--- src/rtl/rns_mac3_if.sv ---
// Term/result handshake bundle for rns_mac3.
// The bias ports exist only when RNS_MAC_BIAS_EN is defined.
interface rns_mac3_if #(
    parameter int unsigned CNT_W = 8
);
    logic             in_valid;
    logic             in_ready;
    logic             in_last;
    logic [4:0]       a1;
    logic [4:0]       w1;
    logic [4:0]       a2;
    logic [4:0]       w2;
    logic [5:0]       a3;
    logic [5:0]       w3;
    logic             out_valid;
    logic             out_ready;
    logic [4:0]       r1;
    logic [4:0]       r2;
    logic [5:0]       r3;
    logic [CNT_W-1:0] out_terms;
`ifdef RNS_MAC_BIAS_EN
    logic [4:0]       bias1;
    logic [4:0]       bias2;
    logic [5:0]       bias3;

    modport master (
        output in_valid, in_last, a1, w1, a2, w2, a3, w3, out_ready, bias1, bias2, bias3,
        input  in_ready, out_valid, r1, r2, r3, out_terms
    );
    modport slave (
        input  in_valid, in_last, a1, w1, a2, w2, a3, w3, out_ready, bias1, bias2, bias3,
        output in_ready, out_valid, r1, r2, r3, out_terms
    );
`else
    modport master (
        output in_valid, in_last, a1, w1, a2, w2, a3, w3, out_ready,
        input  in_ready, out_valid, r1, r2, r3, out_terms
    );
    modport slave (
        input  in_valid, in_last, a1, w1, a2, w2, a3, w3, out_ready,
        output in_ready, out_valid, r1, r2, r3, out_terms
    );
`endif
endinterface

--- src/rtl/rns_mac3.sv ---
// Two-stage RNS multiply-accumulate over moduli {32, 31, 63}, one result triple per vector.
// Define RNS_MAC_BIAS_EN to start each accumulation from the bias ports instead of zero.
module rns_mac3 #(
    parameter int unsigned CNT_W = 8
) (
    input logic       clk,
    input logic       rst_n,
    rns_mac3_if.slave bus
);

    logic             adv;
    logic             accept;

    logic [4:0]       p1_n;
    logic [4:0]       p2_n;
    logic [5:0]       p3_n;
    logic [9:0]       prod2;
    logic [11:0]      prod3;
    logic [5:0]       fold2_s;
    logic [4:0]       fold2_t;
    logic [6:0]       fold3_s;
    logic [5:0]       fold3_t;

    logic [4:0]       sum1;
    logic [5:0]       sum2_raw;
    logic [4:0]       sum2;
    logic [6:0]       sum3_raw;
    logic [5:0]       sum3;
    logic [CNT_W-1:0] cnt_inc;

    logic [4:0]       clr1;
    logic [4:0]       clr2;
    logic [5:0]       clr3;

    logic             s1_v_q, s1_v_d;
    logic             s1_last_q, s1_last_d;
    logic [4:0]       p1_q, p1_d;
    logic [4:0]       p2_q, p2_d;
    logic [5:0]       p3_q, p3_d;
    logic [4:0]       acc1_q, acc1_d;
    logic [4:0]       acc2_q, acc2_d;
    logic [5:0]       acc3_q, acc3_d;
    logic [CNT_W-1:0] cnt_q, cnt_d;
    logic [4:0]       r1_q, r1_d;
    logic [4:0]       r2_q, r2_d;
    logic [5:0]       r3_q, r3_d;
    logic [CNT_W-1:0] terms_q, terms_d;
    logic             out_valid_q, out_valid_d;
    logic             init_q, init_d;

    assign adv    = !out_valid_q || bus.out_ready;
    assign accept = bus.in_valid && adv;

`ifdef RNS_MAC_BIAS_EN
    assign clr1 = bus.bias1;
    assign clr2 = (bus.bias2 == 5'd31) ? 5'd0 : bus.bias2;
    assign clr3 = (bus.bias3 == 6'd63) ? 6'd0 : bus.bias3;
`else
    assign clr1 = '0;
    assign clr2 = '0;
    assign clr3 = '0;
`endif

    // 2^k - 1 reduction: fold high half onto low half with end-around carry; all-ones is zero.
    always_comb begin
        p1_n    = bus.a1 * bus.w1;
        prod2   = 10'(bus.a2) * 10'(bus.w2);
        fold2_s = {1'b0, prod2[9:5]} + {1'b0, prod2[4:0]};
        fold2_t = fold2_s[4:0] + 5'(fold2_s[5]);
        p2_n    = (fold2_t == 5'd31) ? 5'd0 : fold2_t;
        prod3   = 12'(bus.a3) * 12'(bus.w3);
        fold3_s = {1'b0, prod3[11:6]} + {1'b0, prod3[5:0]};
        fold3_t = fold3_s[5:0] + 6'(fold3_s[6]);
        p3_n    = (fold3_t == 6'd63) ? 6'd0 : fold3_t;
    end

    always_comb begin
        sum1     = acc1_q + p1_q;
        sum2_raw = {1'b0, acc2_q} + {1'b0, p2_q};
        sum2     = (sum2_raw >= 6'd31) ? 5'(sum2_raw - 6'd31) : sum2_raw[4:0];
        sum3_raw = {1'b0, acc3_q} + {1'b0, p3_q};
        sum3     = (sum3_raw >= 7'd63) ? 6'(sum3_raw - 7'd63) : sum3_raw[5:0];
        cnt_inc  = (cnt_q == {CNT_W{1'b1}}) ? cnt_q : cnt_q + CNT_W'(1);
    end

    always_comb begin
        s1_v_d      = s1_v_q;
        s1_last_d   = s1_last_q;
        p1_d        = p1_q;
        p2_d        = p2_q;
        p3_d        = p3_q;
        acc1_d      = acc1_q;
        acc2_d      = acc2_q;
        acc3_d      = acc3_q;
        cnt_d       = cnt_q;
        r1_d        = r1_q;
        r2_d        = r2_q;
        r3_d        = r3_q;
        terms_d     = terms_q;
        out_valid_d = out_valid_q;
        init_d      = init_q;

        if (adv) begin
            s1_v_d = accept;
            if (accept) begin
                p1_d      = p1_n;
                p2_d      = p2_n;
                p3_d      = p3_n;
                s1_last_d = bus.in_last;
            end
            // S1 is empty on the first edge after reset, so this never races an S2 update.
            if (init_q) begin
                acc1_d = clr1;
                acc2_d = clr2;
                acc3_d = clr3;
                init_d = 1'b0;
            end
            // adv with a pending result implies the result is being popped.
            if (out_valid_q) begin
                out_valid_d = 1'b0;
            end
            if (s1_v_q) begin
                if (s1_last_q) begin
                    r1_d        = sum1;
                    r2_d        = sum2;
                    r3_d        = sum3;
                    terms_d     = cnt_inc;
                    out_valid_d = 1'b1;
                    acc1_d      = clr1;
                    acc2_d      = clr2;
                    acc3_d      = clr3;
                    cnt_d       = '0;
                end else begin
                    acc1_d = sum1;
                    acc2_d = sum2;
                    acc3_d = sum3;
                    cnt_d  = cnt_inc;
                end
            end
        end
    end

    always_ff @(posedge clk or negedge rst_n) begin
        if (!rst_n) begin
            s1_v_q      <= 1'b0;
            s1_last_q   <= 1'b0;
            p1_q        <= '0;
            p2_q        <= '0;
            p3_q        <= '0;
            acc1_q      <= '0;
            acc2_q      <= '0;
            acc3_q      <= '0;
            cnt_q       <= '0;
            r1_q        <= '0;
            r2_q        <= '0;
            r3_q        <= '0;
            terms_q     <= '0;
            out_valid_q <= 1'b0;
            init_q      <= 1'b1;
        end else begin
            s1_v_q      <= s1_v_d;
            s1_last_q   <= s1_last_d;
            p1_q        <= p1_d;
            p2_q        <= p2_d;
            p3_q        <= p3_d;
            acc1_q      <= acc1_d;
            acc2_q      <= acc2_d;
            acc3_q      <= acc3_d;
            cnt_q       <= cnt_d;
            r1_q        <= r1_d;
            r2_q        <= r2_d;
            r3_q        <= r3_d;
            terms_q     <= terms_d;
            out_valid_q <= out_valid_d;
            init_q      <= init_d;
        end
    end

    assign bus.in_ready  = adv;
    assign bus.out_valid = out_valid_q;
    assign bus.r1        = r1_q;
    assign bus.r2        = r2_q;
    assign bus.r3        = r3_q;
    assign bus.out_terms = terms_q;

endmodule
--- src/flat_wrapper.sv ---
// flat-port wrapper written by rule: the top's interface ports become plain ports
module rns_mac3_flat 
#(
    parameter int unsigned CNT_W = 8
)
  (clk, rst_n, bus_in_valid, bus_in_last, bus_a1, bus_w1, bus_a2, bus_w2, bus_a3, bus_w3, bus_out_ready, bus_in_ready, bus_out_valid, bus_r1, bus_r2, bus_r3, bus_out_terms);
  rns_mac3_if #(.CNT_W(CNT_W)) bus_i ();
  input logic clk;
  input logic rst_n;
  input wire logic [$bits(bus_i.in_valid)-1:0] bus_in_valid;
  input wire logic [$bits(bus_i.in_last)-1:0] bus_in_last;
  input wire logic [$bits(bus_i.a1)-1:0] bus_a1;
  input wire logic [$bits(bus_i.w1)-1:0] bus_w1;
  input wire logic [$bits(bus_i.a2)-1:0] bus_a2;
  input wire logic [$bits(bus_i.w2)-1:0] bus_w2;
  input wire logic [$bits(bus_i.a3)-1:0] bus_a3;
  input wire logic [$bits(bus_i.w3)-1:0] bus_w3;
  input wire logic [$bits(bus_i.out_ready)-1:0] bus_out_ready;
  output wire logic [$bits(bus_i.in_ready)-1:0] bus_in_ready;
  output wire logic [$bits(bus_i.out_valid)-1:0] bus_out_valid;
  output wire logic [$bits(bus_i.r1)-1:0] bus_r1;
  output wire logic [$bits(bus_i.r2)-1:0] bus_r2;
  output wire logic [$bits(bus_i.r3)-1:0] bus_r3;
  output wire logic [$bits(bus_i.out_terms)-1:0] bus_out_terms;
  assign bus_i.in_valid = bus_in_valid;
  assign bus_i.in_last = bus_in_last;
  assign bus_i.a1 = bus_a1;
  assign bus_i.w1 = bus_w1;
  assign bus_i.a2 = bus_a2;
  assign bus_i.w2 = bus_w2;
  assign bus_i.a3 = bus_a3;
  assign bus_i.w3 = bus_w3;
  assign bus_i.out_ready = bus_out_ready;
  assign bus_in_ready = bus_i.in_ready;
  assign bus_out_valid = bus_i.out_valid;
  assign bus_r1 = bus_i.r1;
  assign bus_r2 = bus_i.r2;
  assign bus_r3 = bus_i.r3;
  assign bus_out_terms = bus_i.out_terms;
  rns_mac3 #(.CNT_W(CNT_W)) u_core (.clk(clk), .rst_n(rst_n), .bus(bus_i));
endmodule
--- config.mk ---
export PLATFORM = sky130hd
export DESIGN_NAME = rns_mac3_flat
export DESIGN_NICKNAME = d
export VERILOG_FILES = /design/src/rtl/rns_mac3_if.sv /design/src/rtl/rns_mac3.sv /design/src/flat_wrapper.sv
export SDC_FILE = /design/constraint.sdc
export NUM_CORES = 1
export LEC_CHECK = 0
export BUFFER_PORTS_ARGS = -buffer_cell sky130_fd_sc_hd__clkbuf_2
export CORE_MARGIN = 2
export CORE_UTILIZATION = 50
export CTS_BUF_LIST = sky130_fd_sc_hd__clkbuf_16
export DETAILED_ROUTE_END_ITERATION = 8
export GPL_TIMING_DRIVEN = 0
export PLACE_DENSITY = 0.67
export SLEW_MARGIN = 20
export SYNTH_ARGS = -nofsm -noshare
export SYNTH_HDL_FRONTEND = slang
export SYNTH_SLANG_ARGS = --single-unit
--- constraint.sdc ---
create_clock -name clk -period 3.45 [get_ports clk]
set_clock_uncertainty 0.1 [all_clocks]
set_input_delay 0 -clock clk [delete_from_list [all_inputs] [get_ports clk]]
set_output_delay 0 -clock clk [all_outputs]
set_load 0.02 [all_outputs]
==> results.md <==
Power:
- The peak supply drop is ~0.00047 V.
- Power comes to approximately 6400 uW.
- The share of total power dissipated in the clock network is 0.139.
- The portion of total power attributed to sequential cells is 0.202.
- For this design the static power due to leakage is between 0.003 and 0.004 uW.
- The net switching power is 2900 uW.
- The total power density per cell area is slightly above 800 nW/um^2.
- The combinational cell fraction of total power is 0.659.
- The switching share of power is 0.450.
- Internal power comes to roughly 3500 uW.

Setup path:
- The largest single stage delay on the critical path is around 500 ps.
- The type of element launching the critical path is a primary input.
- STA classifies the critical path endpoint as a flip-flop.
- The arrival time of data at the critical path endpoint is ~5000 ps.
- The category of the critical setup timing path is in2reg.
- The required time of the critical path is between 3000 and 4000 ps.
- The highest fanout seen on the critical path is 6.
- The slowest cell on the critical path is fa_1.

Drt:
- After detailed routing, no signal wire sits above met4.
- Wires add up to around 14,000 um.
- The remaining number of nets flagged by the antenna check after routing is 0.
- Detailed routing placed a total of 417 um of wire on met3.
- Summing over every cut layer, the via total after detailed routing is roughly 5,100.
- The detailed router put a total of roughly 6300 um of wire on met1.
- The number of DRC markers in iteration 0 is roughly 260.
- For this run, design rule violations remaining after detail routing come to 0.
- The first detailed-routing pass took 5 iterations.
- In the routed layout, each cell is associated on average with a via count of 5.38.
- The wire length per cell is 14.8 um.
- Summed over all nets, wire length on met2 after detailed routing comes to 7310 um.

Clock tree:
- In this run the number of H-tree levels came out at 3.
- The clock tree from TritonCTS is yes.
- The clock buffer count from CTS is 9.
- The number of buffers on the longest clock path is 2.
- The clock sink total is between 60 and 70.
- Clock tree synthesis selected as its root buffer the cell clkbuf_16.
- The later pin in the worst-skew pair is clocked with a latency of approximately 320 ps.
- The clock slew at the register clock pins of the worst setup and hold paths is ~50 ps.

STA:
- The transition time at the pin with the least slew margin is ~790 ps.
- Setup repair after global routing could not meet its margin everywhere.
- The worst setup slack after layout is -1400 ps.
- The max-slew violation count was 0.
- The worst slew margin relative to its limit is 0.472.
- The hold violation count in the final report is 0.
- The setup TNS after final layout is -12,890 ps.
- The routed design could run at a clock period as short as 4850 ps.
- Of the available clock period, the critical path in the final layout requires 1.41.
- Based on the critical path, the design can be clocked at up to around 210 MHz.
- Setup violations remaining at the end of the flow were counted as 11.

Synth:
- The predominant post-synthesis flop cell is dfrtp_1.
- Of all cell types, the one taking the most synthesized area is dfrtp_1.
- After synthesis, the cell types taking the most area are dfrtp_1 27%, ha_1 15%, fa_1 11%.
- Of the post-synthesis cell area, the dominant cell type holds 0.267.
- In the synthesized netlist the async set-or-reset flop fraction comes to 1.00.
- The synthesized design contains 0 enable-type register cells.
- The netlist area before placement is between 6000 and 7000 um^2.
- The count of mapped cells out of synthesis is slightly below 700.
- The share of the Yosys chip area taken by registers is 0.272.
- Synthesis produced a netlist with a net count of approximately 830.
- The Yosys warning count is 0.
- The mean cell area of the mapped netlist is between 9 and 10 um^2.
- The synthesized design contains slightly below 70 register bits.
- The number of library cell types mapped by synthesis is 63.

Placement:
- The HPWL after detailed placement is ~11,000 um.
- Buffers placed on the I/O ports in this run total 62.
- Routability-driven placement finished with a final weighted congestion of around 0.85.

Status:
- The checks that failed: negative setup slack.
- The flow ran to the end, but the final reports show violations.

Die:
- The floorplan has 40 rows.
- The number of top-level pins is 63.
- The floorplan step defined a die boundary enclosing 13,500 um^2.
- The die boundary height is 116 um.
- For this configuration, the core starts out at a cell density of 0.518.
- The floorplan die width is 116 um.
- The floorplan step defined a core boundary enclosing approximately 12,000 um^2.

Finish:
- In the final design database the tool counted 930 nets.
- The number of filler cells placed in the layout is 1,043.
- Leaving out fill and tap cells, the most frequent cells in the layout are 88 x nand2_1, 67 x ha_1, 67 x dfrtp_1, 60 x inv_1, 48 x clkbuf_2.
- The area growth from synthesis to layout is 23.8%.
- For this run, the share of the core covered by cells in the final layout is 0.641.
- The count of antenna diodes in the layout is 0.
- The most common cell after layout, fill and taps aside is nand2_1.
- Of the cells placed in the final design, the portion with a size suffix greater than 1 is 0.218.

Global routing:
- For this run, the total global-route usage over all layers was measured as 0.218.
- The number of global-route vias before repair is between 5,000 and 6,000.
- The number of antenna violations at the first check in global routing came to 0.
- The total overflow left after global routing is 0.
- Entering global routing, the biggest net connects 36 pins.
- The wire length of the first global-routing pass is 23,800 um.

Worst hold path:
- The min-delay analysis places its worst path in the category in2reg.

Flow run:
- Across the run, the number of max-cap violations was 0.
[what timing repair did]
action / CTS / global route
setup endpoints to repair: 11 / 11
resized for setup: 31 / 42
endpoints found under the hold margin: 70 / 0
pin swaps: 29 / 26
buffers inserted: 14 / 8
hold buffers: 5 / 0
[cell usage after synthesis (2+ instances only)]
master / instances
nand4_1: 4
a21boi_0: 2
ha_1: 77
xnor2_1: 31
a32oi_1: 2
o31ai_1: 5
a21oi_1: 27
and3_1: 5
fa_1: 33
o311ai_1: 3
clkbuf_1: 13
nor3_1: 5
nor4b_1: 2
a21o_1: 13
inv_1: 62
dfrtp_1: 67
nand2_1: 93
mux2i_1: 11
xor2_1: 14
a31oi_1: 3
o21ai_0: 37
nand3b_1: 2
nor2_1: 27
o21bai_1: 4
mux2_2: 6
nor3b_1: 3
a211o_1: 4
a211oi_1: 5
or3_1: 3
or4_1: 2
o21a_1: 4
nand2b_1: 9
a22o_1: 9
and2_1: 44
or2_2: 2
nand3_1: 16
o211ai_1: 3
nor2b_1: 5
[worst paths after layout]
path | start | slack [ps] | depth (start not counted) | end
worst max-delay path | bus_a3[2] | -1400 | 26 | u_core.p3_q[1]$_DFFE_PN0P_
worst min register to register | u_core.init_q$_DFFE_PN1N_ | 340 | 2 | u_core.init_q$_DFFE_PN1N_
worst max register to register | u_core.acc3_q[0]$_DFFE_PN0P_ | 460 | 8 | u_core.bus.r3[0]$_DFFE_PN0P_
min in group asynchronous | rst_n | 110 | 2 | u_core.cnt_q[5]$_DFFE_PN0P_
worst min-delay path | bus_out_ready | 30 | 4 | u_core.init_q$_DFFE_PN1N_
max in group asynchronous | rst_n | 2530 | 3 | u_core.init_q$_DFFE_PN1N_
[registers in the layout, indices dropped and copies added, names as in the netlist]
| signal | cells |
|---|---|
| u_core.bus.out_terms | 8 |
| u_core.cnt_q | 8 |
| u_core.acc3_q | 6 |
| u_core.bus.r3 | 6 |
| u_core.p3_q | 6 |
| u_core.acc1_q | 5 |
| u_core.acc2_q | 5 |
| u_core.bus.r1 | 5 |
| u_core.bus.r2 | 5 |
| u_core.p1_q | 5 |
| u_core.p2_q | 5 |
| u_core.bus.out_valid | 1 |
| u_core.init_q | 1 |
| u_core.s1_last_q | 1 |
| u_core.s1_v_q | 1 |
[worst max-delay path: cells and delay by family]
family          cells  cell delay (ps)
buf+inv             3              390
fa+ha+maj           7             2390
xor+xnor            1              170
compound gates      8             1060
simple gates        7              910
[through the flow]
step           instances  hold slack (ps)  cell area (um^2)  setup slack, ps
3_5_place_dp         913            -76.5              6960            -1890
4_1_cts              948             25.1              7590            -1440
2_1_floorplan        682             -396              6420            -1290
5_1_grt              956             64.2              7760            -1630
3_3_place_gp         912              150              6940            -1800
6_report             956             32.1              7760            -1400
[area by class of cell]
| cell class | instances | area (um^2) | share of cell area |
|---|---|---|---|
| Multi-Input combinational cell | 536 | 4600 | 0.592 |
| Clock buffer | 9 | 225 | 0.0290 |
| Inverter | 62 | 233 | 0.0300 |
| Timing Repair Buffer | 90 | 657 | 0.0846 |
| Clock inverter | 7 | 67.6 | 0.00870 |
| Buffer | 16 | 68.8 | 0.00886 |
| Sequential cell | 68 | 1700 | 0.219 |
| Tap cell | 168 | 210 | 0.0271 |
[power by group through the flow]
stage               Clock (uW)  Sequential (uW)  Combinational, uW
floorplan                    0             1390               2800
global placement             0             1310               3610
detailed placement           0             1310               3740
CTS                        906             1300               4050
global route               945             1340               4710
finish                     894             1300               4240
[kinds of logic (layout without fill, tap and decap cells)]
family | after synthesis | after routing | synth area share
compound gates | 134 | 134 | 0.145
xor+xnor | 46 | 46 | 0.0667
fa+ha+maj | 110 | 110 | 0.259
buf+inv | 78 | 184 | 0.0481
flops | 68 | 68 | 0.272
mux | 17 | 17 | 0.0283
simple gates | 229 | 229 | 0.181
[metal layers]
| metal | GRT usage | vias to the layer above |
|---|---|---|
| met5 | 0 | - |
| met4 | 0.0325 | 0 |
| met3 | 0.0366 | 10 |
| met2 | 0.375 | 99 |
| met1 | 0.296 | 2488 |
| li1 | - | 2548 |
(Power assumes the default switching activity.)
